<file path="config.mk">
export PLATFORM = sky130hd
export DESIGN_NAME = tug_press_gen
export DESIGN_NICKNAME = d
export VERILOG_FILES = /design/src/rtl/tug_press_gen.sv
export SDC_FILE = /design/constraint.sdc
export NUM_CORES = 1
export LEC_CHECK = 0
export ABC_CLOCK_PERIOD_IN_PS = 2600
export CORE_MARGIN = 4
export CORE_UTILIZATION = 40
export DETAILED_ROUTE_END_ITERATION = 16
export PLACE_DENSITY = 0.63
export SLEW_MARGIN = 20
export SYNTH_ARGS = -nofsm -noshare
export SYNTH_HDL_FRONTEND = slang
export SYNTH_SLANG_ARGS = --single-unit
</file>
<file path="constraint.sdc">
create_clock -name clk -period 2.6 [get_ports clk]
set_clock_uncertainty 0.1 [all_clocks]
set_input_delay 0.39 -clock clk [delete_from_list [all_inputs] [get_ports clk]]
set_output_delay 0.39 -clock clk [all_outputs]
set_load 0.01 [all_outputs]
</file>
<file path="src/rtl/tug_press_gen.sv">
// ============================================================================
//  Module   : tug_press_gen
//  Purpose  : Debounced, single-shot left/right press pulses for the tug game.
//  Revision : 1.0  initial release
// ============================================================================
`default_nettype none

module tug_press_gen #(
  parameter int DEBOUNCE_CYCLES = 4
) (
  input  logic clk,
  input  logic reset,
  input  logic key_l_n,
  input  logic key_r_n,
  input  logic freeze,
  output logic L,
  output logic R
);

  localparam int CW      = $clog2(DEBOUNCE_CYCLES + 1);
  localparam int PC_LAST = (DEBOUNCE_CYCLES >= 2) ? DEBOUNCE_CYCLES - 2 : 0;

  localparam logic [CW-1:0] CNT_MAX = CW'(DEBOUNCE_CYCLES);
  localparam logic [CW-1:0] CNT_REL = CW'(DEBOUNCE_CYCLES - 1);
  localparam logic [CW-1:0] CNT_PC  = CW'(PC_LAST);

  typedef enum logic [2:0] {
    LOCK      = 3'd0,
    IDLE      = 3'd1,
    PRESS_CHK = 3'd2,
    HELD      = 3'd3,
    REL_CHK   = 3'd4
  } state_t;

  // bit 0 = left key, bit 1 = right key; active-high "pressed"
  logic [1:0] sync1;
  logic [1:0] sync2;
  logic [1:0] evt;

  always_ff @(posedge clk or negedge reset) begin
    if (!reset) begin
      sync1 <= 2'b00;
      sync2 <= 2'b00;
    end else begin
      sync1 <= {~key_r_n, ~key_l_n};
      sync2 <= sync1;
    end
  end

  generate
    for (genvar i = 0; i < 2; i++) begin : g_key
      state_t        st;
      logic [CW-1:0] cnt;
      logic          ev;

      // PRESS_CHK counts its entry sample, so it exits one count earlier
      always_ff @(posedge clk or negedge reset) begin
        if (!reset) begin
          st  <= LOCK;
          cnt <= '0;
          ev  <= 1'b0;
        end else begin
          ev <= 1'b0;
          case (st)
            LOCK: begin
              if (sync2[i]) begin
                cnt <= '0;
              end else if (cnt == CNT_REL) begin
                st  <= IDLE;
                cnt <= '0;
              end else if (cnt != CNT_MAX) begin
                cnt <= cnt + 1'b1;
              end
            end
            IDLE: begin
              if (sync2[i]) begin
                st  <= PRESS_CHK;
                cnt <= '0;
              end
            end
            PRESS_CHK: begin
              if (!sync2[i]) begin
                st  <= IDLE;
                cnt <= '0;
              end else if (cnt == CNT_PC) begin
                st  <= HELD;
                cnt <= '0;
                ev  <= 1'b1;
              end else if (cnt != CNT_MAX) begin
                cnt <= cnt + 1'b1;
              end
            end
            HELD: begin
              if (!sync2[i]) begin
                st  <= REL_CHK;
                cnt <= '0;
              end
            end
            REL_CHK: begin
              if (sync2[i]) begin
                st  <= HELD;
                cnt <= '0;
              end else if (cnt == CNT_REL) begin
                st  <= IDLE;
                cnt <= '0;
              end else if (cnt != CNT_MAX) begin
                cnt <= cnt + 1'b1;
              end
            end
            default: begin
              st  <= LOCK;
              cnt <= '0;
            end
          endcase
        end
      end

      assign evt[i] = ev;
    end
  endgenerate

  // Simultaneous presses cancel each other; freeze swallows any event
  always_ff @(posedge clk or negedge reset) begin
    if (!reset) begin
      L <= 1'b0;
      R <= 1'b0;
    end else begin
      L <= evt[0] & ~evt[1] & ~freeze;
      R <= evt[1] & ~evt[0] & ~freeze;
    end
  end

endmodule

`default_nettype wire

</file>
==> flow_summary_export.csv, run 1 <==
group,metric,value,unit
clock_network,clock-sinks,20,
worst_setup_path,cp_max_fo,3,
grt,grt_pass1_wl,3063,um
clock_network,clkLatencyLatePin,0.28,ns
synth,ys_types,33,
detailed_routing,ant_nets,0,
timing,rsz0062_at_grt,"false",
detailed_routing,num_vias,734,
die,die_area,3584,sq um
die,dieWidth,59.87,um
grt,met2_usage,0.1790,
timing,max_freq,503.5,MHz
synth,async_flop_share,1.000,
grt,gr-usage-met3,0.03888,
layout,diodes,0,
synth,synth_ff_type,"dfrtp_1",
synth,synth_nets,119,
detailed_routing,first_pass_iters,4,
timing,worst_slew_pin_slew,0.3947,ns
die,fp.coreArea,2522,sq um
synth,avgSynthCellArea,10.15,sq um
timing,setup_viol,0,
synth,synthesis.area,1076,sq um
die,start_util,0.4266,
layout,fin_cells,142,
grt,grt_overflow,0,
layout,drive_above_1_share,0.08036,
worst_setup_path,critPathKind,"reg2reg",
timing,slew_headroom,0.7369,
power,p_clk_frac,0.126,
power,p_per_area,887.6,nW/um^2
synth,yosysWarningCount,0,
placement,placedCellCount,139,
synth,postSynthCellCount,106,
clock_network,post_cts_buffers,0,
placement,gp_congestion,0.7856,
clock_network,cts_resized,0,
timing,fin_crit_sh,0.7639,
clock_network,cts_root_buf,"clkbuf_4",
clock_network,cts_made_buffers,3,
grt,grt.total_usage,0.1116,
power,peakVddDrop,0.0004122,V
layout,postLayoutCoreUtil,0.4678,
grt,grt_use_met1,0.1471,
worst_hold_path,hp-class,"reg2reg",
clock_network,ctsHoldBuffers,0,
placement,place_ws,0.6240,ns
worst_setup_path,crit_required,2.68,ns
grt,grt_pass1_vias,718,
grt,antenna_found_initial,0,
synth,seq_area_frac_synth,0.4651,
layout,syn_to_final_growth,9.651,%
power,comb_power_share,0.404,
grt,top_usage_layer,"met2",
die,ioPinCount,7,
placement,io_buffer_count,6,
detailed_routing,drt_wl_total,1675,um
power,p_switching,0.3958,mW
die,rows,18,
synth,synth-seq-cells,20,
clock_network,cts_max_level,1,
clock_network,cts_tree,"done",
power,leakagePower,0.5268,nW
timing,drv_slew,0,
worst_setup_path,arrival,2.07,ns
timing,hold_viol_final,0,
timing,finalWorstSetupSlack,0.6138,ns
clock_network,clockBufferDepth,2,
timing,timing.hold.ws,0.2577,ns
synth,synth_edf_count,0,
detailed_routing,viasPerCell,5.169,
timing,final.setup.tns,0,ns
timing,period_needed,1.986,ns
job,cap_violations,0,
detailed_routing,first_iter_violations,13,
detailed_routing,wl_per_cell,11.80,um
power,power_frac_seq,0.470,
power,switching_share,0.3779,
die,die_h,59.87,um
worst_setup_path,start_kind,"flip-flop",
layout,fin_nets,127,
clock_network,path_clk_slew,0.10,ns
worst_setup_path,crit_path_end_kind,"flip-flop",
power,p_int,0.6515,mW
detailed_routing,drc_errors,0,
grt,grt_max_degree,21,
status,status,"finished clean",
placement,hpwl,1264,um
-- cell usage after synthesis, drive strengths merged, types with 2 or more instances --
| cell | count | area [sq um] |
|---|---|---|
| ha | 8 | 100.1 |
| clkbuf | 2 | 7.510 |
| dfrtp | 20 | 500.5 |
| a21oi | 10 | 53.80 |
| o22ai | 5 | 31.28 |
| o21ai | 8 | 40.04 |
| nor3b | 6 | 45.04 |
| nand2b | 3 | 18.77 |
| buf | 2 | 16.26 |
| nor2b | 2 | 12.51 |
| inv | 9 | 33.78 |
| nand2 | 5 | 18.77 |
| nor3 | 4 | 20.02 |
| or3 | 2 | 12.51 |
| xor2 | 2 | 17.52 |
| or4 | 2 | 18.77 |
| nand3b | 2 | 15.01 |
| and3 | 2 | 12.51 |
-- power by group through the flow --
stage	sequential (mW)	clock, mW	combinational, mW
floorplan	0.438	0	0.401
global placement	0.493	0	0.407
detailed placement	0.499	0	0.423
CTS	0.491	0.143	0.428
global route	0.512	0.155	0.487
finish	0.492	0.132	0.423
-- through the flow --
| step | power, mW | cell area [sq um] |
|---|---|---|
| after floorplan | 0.8384 | 1076 |
| after global placement | 0.9000 | 1157 |
| after detailed placement | 0.9220 | 1157 |
| after CTS | 1.062 | 1180 |
| after global routing | 1.154 | 1180 |
| final | 1.047 | 1180 |
-- kinds of logic after synthesis --
| logic type | share of synthesized area |
|---|---|
| AOI/OAI and AO/OA | 0.1593 |
| xor gates and xnor gates | 0.02442 |
| adders and majority gates | 0.09303 |
| buffers and inverters | 0.05348 |
| DFF | 0.4651 |
| muxes | 0.01046 |
| and+or+nand+nor | 0.1942 |
-- cell type report --
type | count | area (sq um)
inverter | 9 | 33.78
sequential | 20 | 500.5
clock buffer | 3 | 22.52
multi-input combinational | 73 | 518.0
timing repair buffer | 7 | 67.56
fill | 247 | 1343
tap | 30 | 37.54
-- registers in the layout (all words and copies together) (netlist names) --
register	flops
g_key.cnt	6
g_key.st	6
g_key.ev	2
sync1	2
sync2	2
L	1
R	1
-- routing by layer --
layer  up-vias  share of wire
met4         0          0.011
li1        390              -
met2         7           0.45
met1       335           0.50
met3         2          0.036
met5         -              0
-- final timing paths --
kind,from,endpoint,slack (ns),cells after the start
worst max-delay path,g_key[1].cnt[0],g_key[1].cnt[2],0.61,6
worst min-delay path,sync1[0],sync2[0],0.26,0
worst max register to register,g_key[1].cnt[0],g_key[1].cnt[2],0.61,6
worst min register to register,sync1[0],sync2[0],0.26,0
max in group asynchronous,reset,g_key[0].st[0],1.87,2
min in group asynchronous,reset,g_key[1].st[1],0.33,2
-- cells in the final DEF (no fill, tap or decap), types with 2 or more instances in the layout --
cell,instances
dfrtp_1,20
inv_1,9
a21oi_1,9
o21ai_0,8
ha_1,8
nor3b_1,6
clkdlybuf4s50_1,6
nand2_1,5
o22ai_1,5
nor3_1,4
nand2b_1,3
clkbuf_4,3
nor2b_1,2
or3_1,2
and3_1,2
nand3b_1,2
xor2_1,2
-- critical path, cell delays in order (launching register included) --
cell and delay, ns:
dfrtp_1 0.40, ha_1 0.20, ha_1 0.29, or3b_2 0.45, a31oi_1 0.18, o22ai_1 0.09
a21o_1 0.18
Power figures use the tool's default switching activity.
==> run 2, diff against run 1 <==
- ABC_CLOCK_PERIOD_IN_PS: 2600 -> 1900
- clock period: 2.6 -> 1.9 ns (I/O delays scaled with it)
==> flow_summary_export.csv, run 2 (synthesis gave the netlist of run 1 again) <==
group,metric,value,unit
layout,syn_to_final_growth,18.02,%
worst_setup_path,cp_max_fo,2,
power,peakVddDrop,0.0005979,V
layout,final_cell_mix,"dfrtp_1, buf_4, inv_1, a21oi_1, o21ai_0",
clock_network,clkLatencyLatePin,0.29,ns
placement,place_ws,-0.05864,ns
grt,grt.total_usage,0.1224,
worst_setup_path,arrival,1.95,ns
grt,grt_pass1_wl,3394,um
placement,placed_area,1210,sq um
detailed_routing,first_iter_violations,22,
die,ioPinCount,7,
grt,grt_max_degree,21,
die,die_area,3584,sq um
timing,setup_viol,0,
grt,grt_pass1_vias,768,
detailed_routing,ant_nets,0,
die,fp.coreArea,2522,sq um
worst_setup_path,ff2ff_setup_slack,0.05,ns
timing,finalWorstSetupSlack,0.04764,ns
detailed_routing,wl_per_cell,12.53,um
placement,io_buffer_count,6,
layout,final_common_cell,"dfrtp_1",
clock_network,clockBufferDepth,2,
worst_setup_path,start_kind,"flip-flop",
timing,final.setup.tns,0,ns
clock_network,cts_max_level,1,
layout,fill_cells,239,
timing,slew_headroom,0.7844,
timing,timing.hold.ws,0.2117,ns
detailed_routing,drt_wl_total,1892,um
clock_network,ctsHoldBuffers,0,
placement,gp_congestion,0.8940,
layout,biggestRegsByFlops,"g_key.cnt: 6 flops, g_key.st: 6 flops",
worst_hold_path,hp-class,"in2async",
timing,fin_crit_sh,0.9749,
die,start_util,0.4266,
layout,drive_above_1_share,0.1818,
timing,rsz0062_at_grt,"true",
worst_setup_path,crit_required,1.99,ns
clock_network,cts_tree,"done",
timing,drv_slew,0,
die,dieWidth,59.87,um
layout,finalInstanceArea,1270,sq um
die,die_h,59.87,um
layout,fin_nets,136,
power,leakagePower,0.5680,nW
clock_network,cts_root_buf,"clkbuf_4",
timing,max_freq,539.9,MHz
clock_network,cts_made_buffers,3,
die,rows,18,
detailed_routing,num_vias,820,
status,status,"finished clean",
grt,grt_overflow,0,
worst_setup_path,critPathKind,"reg2reg",
power,p_per_area,1225,nW/um^2
detailed_routing,viasPerCell,5.430,
timing,worst_slew_pin_slew,0.3234,ns
placement,hpwl,1401,um
layout,diodes,0,
clock_network,clock-sinks,20,
job,cap_violations,0,
detailed_routing,drc_errors,0,
worst_setup_path,crit_path_end_kind,"flip-flop",
timing,hold_viol_final,0,
grt,antenna_found_initial,0,
timing,period_needed,1.852,ns
clock_network,path_clk_slew,0.10,ns
detailed_routing,first_pass_iters,4,
run 2: final timing paths:
check	startpoint	to	cells after the start
max	g_key[1].cnt[0]	g_key[1].cnt[2]	6
min	reset	g_key[1].cnt[2]	2
max reg2reg	g_key[1].cnt[0]	g_key[1].cnt[2]	6
min reg2reg	sync1[1]	sync2[1]	0
max in group asynchronous	reset	g_key[1].cnt[1]	2
min in group clk	sync1[1]	sync2[1]	0
run 2: where the power goes:
| part | internal, mW | switching [mW] | total [mW] | leakage, nW |
|---|---|---|---|---|
| clock network | 0.0737 | 0.114 | 0.188 | 0.0138 |
| logic | 0.383 | 0.347 | 0.730 | 0.295 |
| registers | 0.519 | 0.119 | 0.638 | 0.259 |
run 2: cell type report:
type	instances	area, sq um	area share
clock buffers	3	22.52	0.01773
well taps	30	37.54	0.02956
repair buffers	16	135.1	0.1064
flip-flops and latches	20	500.5	0.3941
multi-input cells	73	540.5	0.4256
inverters	9	33.78	0.02660
run 2: per-stage QoR:
step                utilization  cells  total power [mW]
finish                   0.5035    151             1.556
detailed placement       0.4797    146             1.325
global route             0.5035    151             1.706
CTS                      0.4995    150             1.543
floorplan                     -    106             1.147
global placement         0.4797    146             1.299
run 2: what timing repair did:
action	CTS	global route
gates resized for setup	4	1
pin swaps	5	7
buffers inserted	1	1
setup endpoints to repair	3	4
run 2: metal layers:
| metal | vias up | GRT usage | routed length, um | part of all wire |
|---|---|---|---|---|
| met1 | 395 | 0.1618 | 890 | 0.47 |
| li1 | 407 | - | - | - |
| met5 | - | 0 | 0 | 0 |
| met3 | 2 | 0.04536 | 106 | 0.056 |
| met2 | 16 | 0.1929 | 877 | 0.46 |
| met4 | 0 | 0.02215 | 17 | 0.0090 |
run 2: worst max-delay path, stage by stage, from the launching register on:
cell     delay, ns
dfrtp_1       0.40
ha_2          0.20
ha_4          0.26
or3b_4        0.36
a31oi_1       0.17
o22ai_1       0.10
a21o_1        0.18
==> edit 1 (config.mk and constraints of run 1) <==
`DEBOUNCE_CYCLES`: 4 -> 16.
--- a/src/rtl/tug_press_gen.sv
+++ b/src/rtl/tug_press_gen.sv
@@ -8,3 +8,3 @@
 module tug_press_gen #(
-  parameter int DEBOUNCE_CYCLES = 4
+  parameter int DEBOUNCE_CYCLES = 16
 ) (
Behaviour: not the same (Yosys sat finds a counterexample within 10 cycles, from zero or initial values and one cycle with reset low).
==> edit 1 against run 1 <==
Area after synthesis increased by 21%. Wire length increased by 27%. Design area increased by 21%. Count of clock-buffer cells in the layout unchanged. Die area increased by 18%. First-iteration DRC count increased to 3.4 times the old value. Critical endpoint is now g_key[1].cnt[0]. Critical path depth increased by 1. Sequential cell count increased by 4. Setup slack got worse by 0.092 ns. Non-clock buffer count unchanged.
Power is not compared: it rests on default switching activity, and its combinational part moved more than twofold at a synthesized area within 25%.
==> edit 1: results (changes against run 1) <==
nonClkBufAreaFrac_pct: 4.74  # -0.99 points
inv_count: 12  # +3
synth_area_leaders: "dfrtp_1, ha_1, nand2_1"
place_congestion: 0.714  # -9.1%
area.sequential_um2: 601  # +20%
reg_top3: "g_key.cnt x10, g_key.st x6"
insertion_delay_ns: 0.31  # +0.03 ns
comb.multi_input.count: 91  # +25%
htree_num_levels: 1  # unchanged
syn-num-nets: 144  # +21%
power.total_w: 0.000604
area_share_clock_buf_inv_pct: 1.58  # -0.33 points
first_global_vias: 920  # +28%
tightest_slew_ns: 0.475  # +0.0803 ns
synthTopCellsByCount: "dfrtp_1, nand2_1, inv_1"
hpwlAfterDp_um: 1590  # +25%
crit_fanout: 7  # +4
multi_input_area_um2: 634  # +22%
track_usage_pct: 11.9  # +0.76 points
post_drt_via_cell_ratio: 5.12  # -1.0%
drt_iter0_drc: 44  # +31
ys_seq_area_share_pct: 46.0  # -0.53 points
status: "complete, no violations"
wl_um: 2120  # +27%
grt_pass1_wl_um: 3950  # +29%
nFillCells: 300  # +21%
seq_cell_count: 24  # +20%
clock_path_buffers: 2  # unchanged
slowest_stage: "dfrtp_1"
grt_max_degree: 25  # +19%
arrival_ns: 2.23  # +0.16 ns
[edit 1: per-layer routing]
metal	routed length, um	vias to the layer above	track usage [%]
met5	0	-	0
met4	31	0	4.92
met3	92	4	3.76
met2	1000	15	19.7
met1	995	439	14.4
li1	-	468	-
[edit 1: cell families (layout without fill, tap and decap cells)]
group | after synthesis | count (layout) | synth area share (%)
buffers and inverters | 16 | 22 | 5.46
and+or+nand+nor | 50 | 50 | 23.3
adders and majority gates | 8 | 8 | 7.66
AOI/OAI and AO/OA | 28 | 28 | 14.1
DFF | 24 | 24 | 46.0
xor gates and xnor gates | 4 | 4 | 2.68
muxes | 1 | 1 | 0.862
[edit 1: metrics by stage]
stage / setup WS [ns] / std cells / cell area, um^2
2_1_floorplan: 0.698 / 131 / 1310
3_3_place_gp: 0.611 / 178 / 1400
3_5_place_dp: 0.534 / 178 / 1400
4_1_cts: 0.509 / 181 / 1430
5_1_grt: 0.368 / 181 / 1430
6_report: 0.522 / 181 / 1430
[edit 1: path summary, 6_finish.rpt]
check | startpoint | end | slack, ns | cells after the start
worst min register to register | sync1[0] | sync2[0] | 0.26 | 0
worst max register to register | g_key[1].cnt[1] | g_key[1].cnt[0] | 0.52 | 7
worst min-delay path | sync1[0] | sync2[0] | 0.26 | 0
worst max-delay path | g_key[1].cnt[1] | g_key[1].cnt[0] | 0.52 | 7
max in group asynchronous | reset | g_key[1].cnt[1] | 1.84 | 2
min in group asynchronous | reset | g_key[0].st[0] | 0.31 | 2
[edit 1: worst max-delay path: cells and delay by family, from the launching register on]
kind	cells	cell delay [ns]
compound gates	1	0.14
flops	1	0.44
mux	1	0.17
simple gates	3	0.75
fa+ha+maj	2	0.42
==> edit 2 (config.mk and constraints of run 1) <==
Without the edit above. Put one more register stage on the output `L`. The value now appears one clock later. The other outputs are not delayed to match.
--- a/src/rtl/tug_press_gen.sv
+++ b/src/rtl/tug_press_gen.sv
@@ -33,2 +33,4 @@
   } state_t;
+
+  logic L_s0;
 
@@ -124,8 +126,12 @@
     if (!reset) begin
-      L <= 1'b0;
+      L_s0 <= 1'b0;
       R <= 1'b0;
     end else begin
-      L <= evt[0] & ~evt[1] & ~freeze;
+      L_s0 <= evt[0] & ~evt[1] & ~freeze;
       R <= evt[1] & ~evt[0] & ~freeze;
     end
+  end
+
+  always_ff @(posedge clk) begin
+    L <= L_s0;
   end
Formal check against the unedited RTL: not equivalent (Yosys sat finds a counterexample within 10 cycles, from zero or initial values and one cycle with reset low).
==> edit 2 against run 1 <==
Setup slack got worse by 0.0084 ns. Wire length grew 12%. Total power grew 4.5%. Design area up 2.0%. Sequential cell count is 1 higher. Area after synthesis increased by 1.9%. Via count increased by 9.3%. Synthesized cell count rose by 0.94%. Critical endpoint unchanged. Largest cell class is now sequential cells.
==> edit 2: results (changes against run 1) <==
status: "complete, no violations"
postPlaceCellArea_mm2: 0.00118  # +1.7%
hold_ws_ns: 0.256  # -0.00221 ns
ys_async_sr_fraction_pct: 95.2  # -4.8 points
hpwlAfterDp_um: 1360  # +7.9%
antenna_found_initial: 0  # unchanged
grt_pass1_wl_um: 3470  # +13%
reg_top3: "g_key.cnt x6, g_key.st x6"
fin_nets: 128  # +0.79%
p_leak_nw: 0.536  # +1.8%
dr_wl_met2_um: 871  # +16%
arrival_ns: 2.09  # +0.02 ns
nFillCells: 240  # -2.8%
clkTransAtPathRegs_ns: 0.12  # +0.02 ns
ys_types: 34  # +3.0%
layout_setup_ws_ns: 0.605  # -0.00844 ns
multi_input_area_um2: 518  # unchanged
clock_path_buffers: 2  # unchanged
drive_above_1_share_pct: 7.89  # -0.14 points
reg2reg_depth: 6  # unchanged
numCtsBuffers: 3  # unchanged
holdCritStartpoint: "L_s0"
drt_iter0_drc: 13  # unchanged
track_usage_pct: 12.7  # +1.5 points
yosysWarnings: 0  # unchanged
grt_use_met1_pct: 15.0  # +0.26 points
portBuffers: 6  # unchanged
diodes: 0  # unchanged
syn_inst: 107  # +0.94%
vdd_drop_max_v: 0.000443  # +7.5%
wl_um: 1880  # +12%
synth_top_area_share_pct: 45.7  # -0.85 points
ys_seq_area_share_pct: 47.5  # +0.98 points
crit_fanout: 3  # unchanged
wl_per_cell_um: 13.1  # +11%
tightest_slew_ns: 0.384  # -0.0109 ns
syn-num-nets: 120  # +0.84%
synth_area_leaders: "dfrtp_1, ha_1, a21oi_1"
insertion_delay_ns: 0.30  # +0.02 ns
gr-usage-met2_pct: 21.6  # +3.7 points
place_congestion: 0.781  # -0.59%
top_layer: "met4"
switching_share_pct: 38.6  # +0.78 points
route.layer.met1.wl_um: 872  # +3.6%
grtUsageMet3_pct: 4.47  # +0.58 points
min_path_type: "reg -> reg"
reg2reg_slack_ns: 0.61
fin_setup_tns_ns: 0  # unchanged
met3_length_um: 109  # +79%
first_global_vias: 815  # +14%
post_drt_via_cell_ratio: 5.57  # +7.7%
hold_path_end: "L"
firstDrtPassIters: 4  # unchanged
postCtsSetupBuffers: 0  # unchanged
cts_resized: 0  # unchanged
synthTopCellsByCount: "dfrtp_1, a21oi_1, inv_1"
slowest_delay_ns: 0.45  # about the same
[edit 2: how the worst max path moves through the flow]
stage                           end  cells past startpoint             from
floorplan           g_key[1].cnt[2]                      6  g_key[1].cnt[0]
global placement    g_key[1].cnt[2]                      6  g_key[1].cnt[0]
detailed placement  g_key[1].cnt[2]                      6  g_key[1].cnt[0]
CTS                 g_key[1].cnt[2]                      6  g_key[1].cnt[0]
global route        g_key[1].cnt[2]                      6  g_key[1].cnt[0]
finish              g_key[1].cnt[2]                      6  g_key[1].cnt[0]
[edit 2: kinds of logic after synthesis]
group,Yosys count,synth area share (%)
and+or+nand+nor,32,19.1
AOI/OAI and AO/OA,29,15.6
DFF,21,47.5
buffers and inverters,13,5.25
adders and majority gates,8,9.13
xor gates and xnor gates,3,2.40
muxes,1,1.03
[edit 2: area by class of cell]
type | count | area share (%)
Inverter | 9 | 2.81
Multi-Input combinational cell | 73 | 43.0
Timing Repair Buffer | 7 | 5.61
Sequential cell | 21 | 43.2
Clock buffer | 4 | 2.18
Tap cell | 30 | 3.12
[edit 2: power groups by stage]
stage / logic [W] / registers (W) / clock network (W)
after floorplan: 0.000401 / 0.000454 / 0
after global placement: 0.000407 / 0.000509 / 0
after detailed placement: 0.000433 / 0.000514 / 0
after CTS: 0.000435 / 0.000509 / 0.000167
after global routing: 0.000501 / 0.000529 / 0.000177
final: 0.000429 / 0.000511 / 0.000154
[edit 2: critical path, delay by kind of cell (launching register included)]
| kind | cells | cell delay (ns) |
|---|---|---|
| fa+ha+maj | 2 | 0.49 |
| simple gates | 1 | 0.45 |
| compound gates | 3 | 0.45 |
| flops | 1 | 0.42 |
